$ cat config.mk
export PLATFORM = sky130hd
export DESIGN_NAME = ad9361_spi_arbiter
export DESIGN_NICKNAME = d
export VERILOG_FILES = /design/src/rtl/ad9361_spi_arbiter.sv
export SDC_FILE = /design/constraint.sdc
export NUM_CORES = 1
export LEC_CHECK = 0
export ABC_AREA = 1
export BUFFER_PORTS_ARGS = -buffer_cell sky130_fd_sc_hd__buf_2
export CAP_MARGIN = 5
export CORE_UTILIZATION = 60
export DETAILED_ROUTE_END_ITERATION = 7
export PLACE_DENSITY_LB_ADDON = 0.1
export SLEW_MARGIN = 20
export SYNTH_ARGS = -nofsm -noshare
export SYNTH_HDL_FRONTEND = slang
export SYNTH_SLANG_ARGS = --single-unit
$ cat constraint.sdc
create_clock -name sys_clk -period 4.5 [get_ports sys_clk]
set_clock_uncertainty 0.15 [all_clocks]
set_input_delay 0.45 -clock sys_clk [delete_from_list [all_inputs] [get_ports sys_clk]]
set_output_delay 0.45 -clock sys_clk [all_outputs]
set_load 0.02 [all_outputs]
$ cat src/rtl/ad9361_spi_arbiter.sv
// Two-requester round-robin arbiter and 24-bit single-byte SPI frame engine
// for the AD9361 4-wire control port, with read-data capture.
module ad9361_spi_arbiter #(
    parameter int unsigned CLK_DIV    = 4,
    parameter int unsigned GAP_CYCLES = 4
) (
    input  logic       sys_clk,
    input  logic       sys_nrst,
    input  logic       req0_valid,
    input  logic       req0_wr,
    input  logic [9:0] req0_addr,
    input  logic [7:0] req0_wdata,
    output logic       req0_ready,
    output logic       req0_done,
    output logic [7:0] req0_rdata,
    input  logic       req1_valid,
    input  logic       req1_wr,
    input  logic [9:0] req1_addr,
    input  logic [7:0] req1_wdata,
    output logic       req1_ready,
    output logic       req1_done,
    output logic [7:0] req1_rdata,
    output logic       spi_cs,
    output logic       spi_sclk,
    output logic       spi_mosi,
    input  logic       spi_miso,
    output logic       busy,
    output logic       grant
);

    localparam int unsigned FRAME_W = 24;
    localparam int unsigned BIT_W   = 5;
    localparam int unsigned CNT_MAX = (CLK_DIV > GAP_CYCLES) ? CLK_DIV : GAP_CYCLES;
    localparam int unsigned CNT_W   = $clog2(CNT_MAX + 1);

    localparam logic [CNT_W-1:0] DIV_LAST = CNT_W'(CLK_DIV - 1);
    localparam logic [CNT_W-1:0] GAP_LAST = CNT_W'(GAP_CYCLES - 1);
    localparam logic [BIT_W-1:0] BIT_LAST = BIT_W'(FRAME_W - 1);

    typedef enum logic [2:0] {
        IDLE,
        SETUP,
        SHIFT,
        HOLD,
        DONE,
        GAP
    } state_t;

    state_t               state;
    logic [CNT_W-1:0]     cnt;
    logic [BIT_W-1:0]     bit_cnt;
    logic [FRAME_W-1:0]   frame;
    logic                 is_wr;
    logic [7:0]           rx;
    logic                 rr_last;

    logic                 accept_c;
    logic                 sel_wr_c;
    logic [9:0]           sel_addr_c;
    logic [7:0]           sel_wdata_c;
    logic [FRAME_W-1:0]   frame_c;

    // Round-robin arbitration: on contention the requester not granted last wins.
    assign req0_ready = sys_nrst && (state == IDLE) && req0_valid && (!req1_valid || rr_last);
    assign req1_ready = sys_nrst && (state == IDLE) && req1_valid && (!req0_valid || !rr_last);
    assign accept_c   = req0_ready || req1_ready;

    // Mux the winning request into the outgoing frame word.
    always_comb begin
        sel_wr_c    = req0_wr;
        sel_addr_c  = req0_addr;
        sel_wdata_c = req0_wdata;
        if (req1_ready) begin
            sel_wr_c    = req1_wr;
            sel_addr_c  = req1_addr;
            sel_wdata_c = req1_wdata;
        end
        frame_c = {sel_wr_c, 3'b000, 2'b00, sel_addr_c, (sel_wr_c ? sel_wdata_c : 8'h00)};
    end

    // Frame sequencer: arbitration, SCLK generation, MOSI shift, MISO capture, done/rdata.
    always_ff @(posedge sys_clk) begin
        if (!sys_nrst) begin
            state      <= IDLE;
            cnt        <= '0;
            bit_cnt    <= '0;
            frame      <= '0;
            is_wr      <= 1'b0;
            rx         <= '0;
            rr_last    <= 1'b1;
            grant      <= 1'b0;
            busy       <= 1'b0;
            spi_cs     <= 1'b1;
            spi_sclk   <= 1'b0;
            spi_mosi   <= 1'b0;
            req0_done  <= 1'b0;
            req1_done  <= 1'b0;
            req0_rdata <= '0;
            req1_rdata <= '0;
        end else begin
            req0_done <= 1'b0;
            req1_done <= 1'b0;
            case (state)
                IDLE: begin
                    if (accept_c) begin
                        grant    <= req1_ready;
                        rr_last  <= req1_ready;
                        frame    <= frame_c;
                        is_wr    <= sel_wr_c;
                        spi_mosi <= frame_c[FRAME_W-1];
                        spi_cs   <= 1'b0;
                        spi_sclk <= 1'b0;
                        busy     <= 1'b1;
                        cnt      <= '0;
                        bit_cnt  <= '0;
                        state    <= SETUP;
                    end
                end
                SETUP: begin
                    if (cnt == DIV_LAST) begin
                        cnt   <= '0;
                        state <= SHIFT;
                    end else begin
                        cnt <= cnt + CNT_W'(1);
                    end
                end
                SHIFT: begin
                    // MISO is sampled at the end of the first SCLK-high cycle.
                    if (spi_sclk && (cnt == '0)) begin
                        rx <= {rx[6:0], spi_miso};
                    end
                    if (cnt == DIV_LAST) begin
                        cnt <= '0;
                        if (!spi_sclk) begin
                            spi_sclk <= 1'b1;
                        end else begin
                            spi_sclk <= 1'b0;
                            if (bit_cnt == BIT_LAST) begin
                                state <= HOLD;
                            end else begin
                                bit_cnt  <= bit_cnt + BIT_W'(1);
                                frame    <= {frame[FRAME_W-2:0], frame[FRAME_W-1]};
                                spi_mosi <= frame[FRAME_W-2];
                            end
                        end
                    end else begin
                        cnt <= cnt + CNT_W'(1);
                    end
                end
                HOLD: begin
                    if (cnt == DIV_LAST) begin
                        cnt      <= '0;
                        spi_cs   <= 1'b1;
                        spi_mosi <= 1'b0;
                        state    <= DONE;
                        if (grant) begin
                            req1_done  <= 1'b1;
                            req1_rdata <= is_wr ? 8'h00 : rx;
                        end else begin
                            req0_done  <= 1'b1;
                            req0_rdata <= is_wr ? 8'h00 : rx;
                        end
                    end else begin
                        cnt <= cnt + CNT_W'(1);
                    end
                end
                DONE: begin
                    cnt   <= '0;
                    state <= GAP;
                end
                GAP: begin
                    if (cnt == GAP_LAST) begin
                        cnt   <= '0;
                        busy  <= 1'b0;
                        state <= IDLE;
                    end else begin
                        cnt <= cnt + CNT_W'(1);
                    end
                end
                default: state <= IDLE;
            endcase
        end
    end

endmodule

==> run metrics, run 1 <==
status complete, no violations; max-slew violation count 0; Initial DRC Count 163; share of layout cells above drive strength 1 17.8%; CTS tree done; Crit Path Category reg -> out; routability-driven placement congestion ratio 0.829; sequential cell area 1360 um^2; I/O pin cnt 68; vias per cell 5.01; Die Ht 79.7 um; DRT Wirelength 7.93 mm; Netlist cell types 29; Post-Synthesis Cells 559; row count 27; cells along the critical path nor2_4 > nand2_4 > nor2_8 > nand2_1 > inv_1 > buf_2; flops & latches, synth 68; number of global-route vias before repair 3035; Least-Margin Pin Slew 0.808 ns; Crit path largest cell delay 0.54 ns; starting density of the core 63.8%; Inst Count DP 673; non-filler instance count after layout 689; Clock H-tree levels 3; syn_area_per_cell 6.48 um^2; Pint 1330 uW; TritonRoute pass-1 iters 4; Seq/Total Area, Yosys 37.6%; Max-slew headroom 46.0%; worst hold start spi_miso; Power Total 2280 uW; hold_buf cts 0; Leak 0.00214 uW; Setup crit end kind output port; Syn Nets 605; DR WL/cell 11.5 um; Mapped Area 3620 um^2; CP required 3.90 ns; Num CTS Buffers 9; VDD IR max 0.000359 V; RSZ-0062 raised after global routing no; first-pass GRT wire length 13.2 mm; Worst-Skew Late Latency 0.35 ns; Via Count 3455; sequential power share 34.5%; Final setup viols 0; Max Buffers Root-to-Sink 2; Critical Path Start state[0]; # Max-Cap Violations 0; # diodes 0; area of the core 5680 um^2; CP top delay family simple AND/OR/NAND/NOR gates; Comb pwr share 40.9%; Buf/Inv on CP 2; multi-input logic area 1800 um^2; Post-CTS Resized 0; Worst Setup Start Kind flop; largest net degree at the start of global routing 59; CTS Sinks 68; GRT Total Usage 26.5%; post-CTS setup buffers 0; worst hold path class in -> reg; Clk network pwr share 24.6%; antenna-violating nets left 0; Tmin final 2.79 ns; CP max stage cell nand2_1; worst r2r src state[1]; chip width 79.7 um; Final Instance Area 4110 um^2; Residual DRC 0; setup TNS 0 ns; area delta synth->final 13.5%; clock-pin slew on the worst setup and hold paths 0.08 ns; nets@finish 658; Power Density 555 nW/um^2; Warnings, synthesis 0; initial antenna violation count 0; IO buf count 67; worst hold slack 0.178 ns; Critical Path AT 2.19 ns; root buffer cell clkbuf_8; period utilization 62.1%; fmax 358 MHz; HPWL after DPL 5.38 mm; GR Overflow Total 0; Crit Path Max Fanout 22; net switching power figure 951 uW; Switching Share 41.6%; post-placement cell area 3890 um^2; Fill cells 480; Hold Vio Cnt, Final 0; die area 6350 um^2
## cell families (layout without fill, tap and decap cells)
kind of cell	count (synthesis)	count (layout)	share of synthesized area, %
simple gates	320	320	38.9
compound gates	63	63	9.36
fa+ha+maj	3	3	1.04
flops	68	68	37.6
buf+inv	103	161	12.7
xor+xnor	2	2	0.484
## path summary, 6_finish.rpt
kind / endpoint / slack, ns / cells after the start
worst max-delay path: req1_ready / 1.71 / 6
worst min register to register: cnt[2] / 0.30 / 2
worst max register to register: rx[4] / 1.93 / 7
worst min-delay path: rx[0] / 0.18 / 3
## cells in the mapped netlist
master / instances / area (um^2)
xnor2_1: 1 / 8.76
inv_2: 5 / 18.8
a21boi_1: 2 / 15.0
xor2_1: 1 / 8.76
o21ai_1: 11 / 55.1
buf_6: 6 / 67.6
buf_2: 7 / 35.0
ha_1: 3 / 37.5
o21ai_4: 1 / 16.3
o31ai_1: 1 / 7.51
inv_1: 71 / 267
o211ai_1: 2 / 15.0
nor2_2: 2 / 12.5
nor2_1: 111 / 417
o21ai_0: 24 / 120
nand3_1: 37 / 185
buf_4: 5 / 37.5
a21oi_1: 22 / 110
nand3_2: 3 / 30.0
nand2_2: 3 / 18.8
nand4_1: 1 / 6.26
dfxtp_1: 68 / 1360
nor2_8: 1 / 20.0
nand3b_1: 11 / 82.6
nor2_4: 5 / 56.3
nand2_4: 4 / 45.0
nand2_1: 141 / 529
clkbuf_1: 9 / 33.8
or2_2: 1 / 6.26
## area by class of cell
type                            count  area share (%)
Sequential cell                    68            33.1
Clock buffer                        9            3.01
Inverter                           76            6.94
Tap cell                           72            2.19
Timing Repair Buffer               69            8.52
Multi-Input combinational cell    388            43.8
Clock inverter                      7            2.40
## worst register-to-register path, cell delays in order, from the launching register on
cell and delay, ns:
dfxtp_1 0.48, inv_1 0.10, nor2_1 0.09, nand2_1 0.47
nor2_1 0.71, inv_1 0.22, o21ai_0 0.19, a21oi_1 0.06
## state kept, by name (all words and copies together), names as in the netlist
name,flops
rr_last,1
frame,24
req1_rdata,8
busy,1
rx,8
spi_cs,1
spi_mosi,1
req0_done,1
req1_done,1
spi_sclk,1
bit_cnt,5
req0_rdata,8
grant,1
state,3
is_wr,1
cnt,3
## metrics by stage
stage	utilization (%)	setup WS, ns
after global placement	68.5	1.91
after detailed placement	68.5	1.80
final	72.5	1.71
after global routing	72.5	1.54
after floorplan	-	2.78
after CTS	72.5	1.72
## power by group through the flow
stage / clock network, uW / logic (uW) / registers (uW)
6_report: 563 / 934 / 787
5_1_grt: 595 / 1070 / 800
4_1_cts: 570 / 936 / 786
3_5_place_dp: 0 / 929 / 799
3_3_place_gp: 0 / 907 / 796
2_1_floorplan: 0 / 815 / 804
## per-layer routing
layer	vias to the layer above	track usage, %	share of wire (%)
met2	79	43.8	48
li1	1818	-	-
met5	-	0	0
met4	0	7.45	0.76
met3	8	7.66	5.1
met1	1550	33.2	47
## cells in the final DEF, fill, tap and decap left out, types with 2 or more instances in the layout
cell | synthesis | layout
buf_2 | 7 | 67
clkbuf_8 | 0 | 9
buf_4 | 5 | 2
o21ai_1 | 11 | 11
o21ai_0 | 24 | 24
nand2_1 | 141 | 141
nand2_4 | 4 | 4
nand3_1 | 37 | 37
ha_1 | 3 | 3
o211ai_1 | 2 | 2
nor2_1 | 111 | 111
bufinv_16 | 0 | 2
nand2_2 | 3 | 3
a21oi_1 | 22 | 22
clkinv_4 | 0 | 2
nor2_2 | 2 | 2
nand3b_1 | 11 | 11
nand3_2 | 3 | 3
dfxtp_1 | 68 | 68
inv_1 | 71 | 71
nor2_4 | 5 | 5
inv_2 | 5 | 5
a21boi_1 | 2 | 2
No activity file was read; power rests on OpenSTA's default activity.
==> run 2, diff against run 1 <==
--- a/config.mk
+++ b/config.mk
@@ -8,7 +8,7 @@
 export ABC_AREA = 1
 export BUFFER_PORTS_ARGS = -buffer_cell sky130_fd_sc_hd__buf_2
 export CAP_MARGIN = 5
-export CORE_UTILIZATION = 60
+export CORE_UTILIZATION = 56
 export DETAILED_ROUTE_END_ITERATION = 7
 export PLACE_DENSITY_LB_ADDON = 0.1
 export SLEW_MARGIN = 20
==> constraint.sdc (replaced) <==
create_clock -name sys_clk -period 2.9 [get_ports sys_clk]
set_clock_uncertainty 0.15 [all_clocks]
set_input_delay 0.29 -clock sys_clk [delete_from_list [all_inputs] [get_ports sys_clk]]
set_output_delay 0.29 -clock sys_clk [all_outputs]
set_load 0.02 [all_outputs]
==> run 2 against run 1 <==
  * Die area is 7.0% higher
  * Cell count is 0.87% higher
  * First-iteration DRC count is 1.8% lower
  * Non-clock buffer count is 3 higher
  * Power is 53% higher
  * Sequential share of layout area hardly changed
  * Flip-flop and latch count stayed put
  * Via count is 1.0% higher
  * Design area hardly changed
  * Global-route usage is 0.91 points lower
  * Critical endpoint is now frame[19]
  * Largest cell class unchanged
  * Highest routed layer unchanged
==> run metrics, run 2 (synthesized netlist as in run 1, its figures left out) <==
status complete, no violations; Worst-Skew Late Latency 0.35 ns (about the same); DR WL/cell 11.7 um (+1.7%); GR Overflow Total 0 (unchanged); Least-Margin Pin Slew 0.655 ns (-0.153 ns); I/O pin cnt 68 (unchanged); sequential cell area 1360 um^2 (unchanged); vias per cell 5.02 (+0.14%); hold_buf cts 0 (unchanged); setup TNS 0 ns (unchanged); Worst Setup Start Kind flop; Hold Vio Cnt, Final 0 (unchanged); Critical Path AT 2.50 ns (+0.31 ns); row count 28 (+3.7%); IO buf count 67 (unchanged); GRT Total Usage 25.5% (-0.91 points); antenna-violating nets left 0 (unchanged); Power Total 3480 uW (+53%); RSZ-0062 raised after global routing no; number of global-route vias before repair 3015 (-0.66%); die area 6800 um^2 (+7.0%); nets@finish 661 (+0.46%); first-pass GRT wire length 13.2 mm (-0.20%); Die Ht 82.4 um (+3.4%); TritonRoute pass-1 iters 6 (+2); Max-slew headroom 56.2% (+10 points); Tmin final 2.37 ns; Via Count 3490 (+1.0%); VDD IR max 0.000641 V (+78%); DRT Wirelength 8.13 mm (+2.6%); Num CTS Buffers 9 (unchanged); Setup crit end kind flop; root buffer cell clkbuf_8; Crit Path Max Fanout 41 (+86%); most common cell after layout, fill and taps aside nand2_1; fmax 421 MHz; Clock H-tree levels 3 (unchanged); period utilization 81.8%; CTS tree done; Max Buffers Root-to-Sink 2 (unchanged); routability-driven placement congestion ratio 0.809 (-2.4%); # diodes 0 (unchanged); most frequent cells in the layout nand2_1, nor2_1, inv_1; CP required 3.03 ns (-0.87 ns); starting density of the core 59.4% (-4.4 points); largest reg by FF count frame; clock-pin slew on the worst setup and hold paths 0.08 ns (about the same); area delta synth->final 13.6% (about the same); Fill cells 568 (+18%); max-slew violation count 0 (unchanged); Initial DRC Count 160 (-1.8%); chip width 82.4 um (+3.4%); largest net degree at the start of global routing 59 (unchanged); worst hold path class in -> reg; HPWL after DPL 5.66 mm (+5.3%); initial antenna violation count 0 (unchanged); Crit Path Category reg -> reg; multi-input logic area 1800 um^2 (unchanged); # Max-Cap Violations 0 (unchanged); Residual DRC 0 (unchanged); flip-flop count of the largest register after layout 24 (unchanged); Final setup viols 0 (unchanged); Leak 0.00213 uW (about the same); CTS Sinks 68 (unchanged); share of layout cells above drive strength 1 18.2% (+0.40 points); Power Density 847 nW/um^2 (+52%); Post-CTS Resized 0 (unchanged); post-CTS setup buffers 0 (unchanged); area of the core 6100 um^2 (+7.4%)
run 2: changes by cell type in the layout (fill, tap and decap cells not counted):
cell | before | now
buf_4 | 2 | 5
clkinvlp_4 | 1 | 2
bufinv_16 | 2 | 1
run 2: stage by stage:
step / instances / util (%) / setup WS, ns / hold WS (ns) / instance area (um^2)
3_3_place_gp: 679 / 64.2 / 0.613 / 0.291 / 3920
4_1_cts: 695 / 67.5 / 0.506 / 0.0137 / 4120
3_5_place_dp: 679 / 64.2 / 0.571 / 0.301 / 3920
5_1_grt: 695 / 67.5 / 0.285 / 0.0168 / 4120
6_report: 695 / 67.5 / 0.527 / 0.0269 / 4120
2_1_floorplan: 559 / - / 1.34 / 0.275 / 3620
run 2: area by class of cell:
cell class                 instances  share of cell area, %
multi-input combinational        388                   43.8
sequential                        68                   33.1
timing repair buffer              72                   9.06
inverter                          76                   6.93
clock buffer                       9                   3.01
tap                               75                   2.28
clock inverter                     7                   1.85
run 2: report_power, final:
| group | total, uW | switching, uW | internal [uW] |
|---|---|---|---|
| registers | 1230 | 117 | 1110 |
| logic | 1470 | 990 | 484 |
| clock network | 786 | 385 | 401 |
| total | 3480 | 1490 | 1990 |
run 2: worst paths after layout:
kind	start	endpoint	slack, ns	depth (start not counted)
setup / recovery	state[2]	frame[19]	0.53	11
hold / removal	spi_miso	rx[0]	0.03	3
setup reg to reg	state[2]	frame[19]	0.53	11
hold reg to reg	cnt[2]	cnt[2]	0.31	2
run 2: worst max-delay path: stages, from the launching register on:
cell	delay (ns)
dfxtp_1	0.46
inv_2	0.13
nand2_4	0.12
nor2_4	0.05
buf_4	0.22
nand2_1	0.10
nand2_2	0.07
nor2_4	0.27
nand2_4	0.32
inv_2	0.23
nor2_1	0.06
nor2_1	0.11
run 2: metal layers:
layer / track usage, % / vias to the layer above / share of wire, %
li1: - / 1826 / -
met1: 31.0 / 1593 / 46
met2: 43.6 / 65 / 49
met3: 7.25 / 6 / 4.3
met4: 7.72 / 0 / 0.70
met5: 0 / - / 0
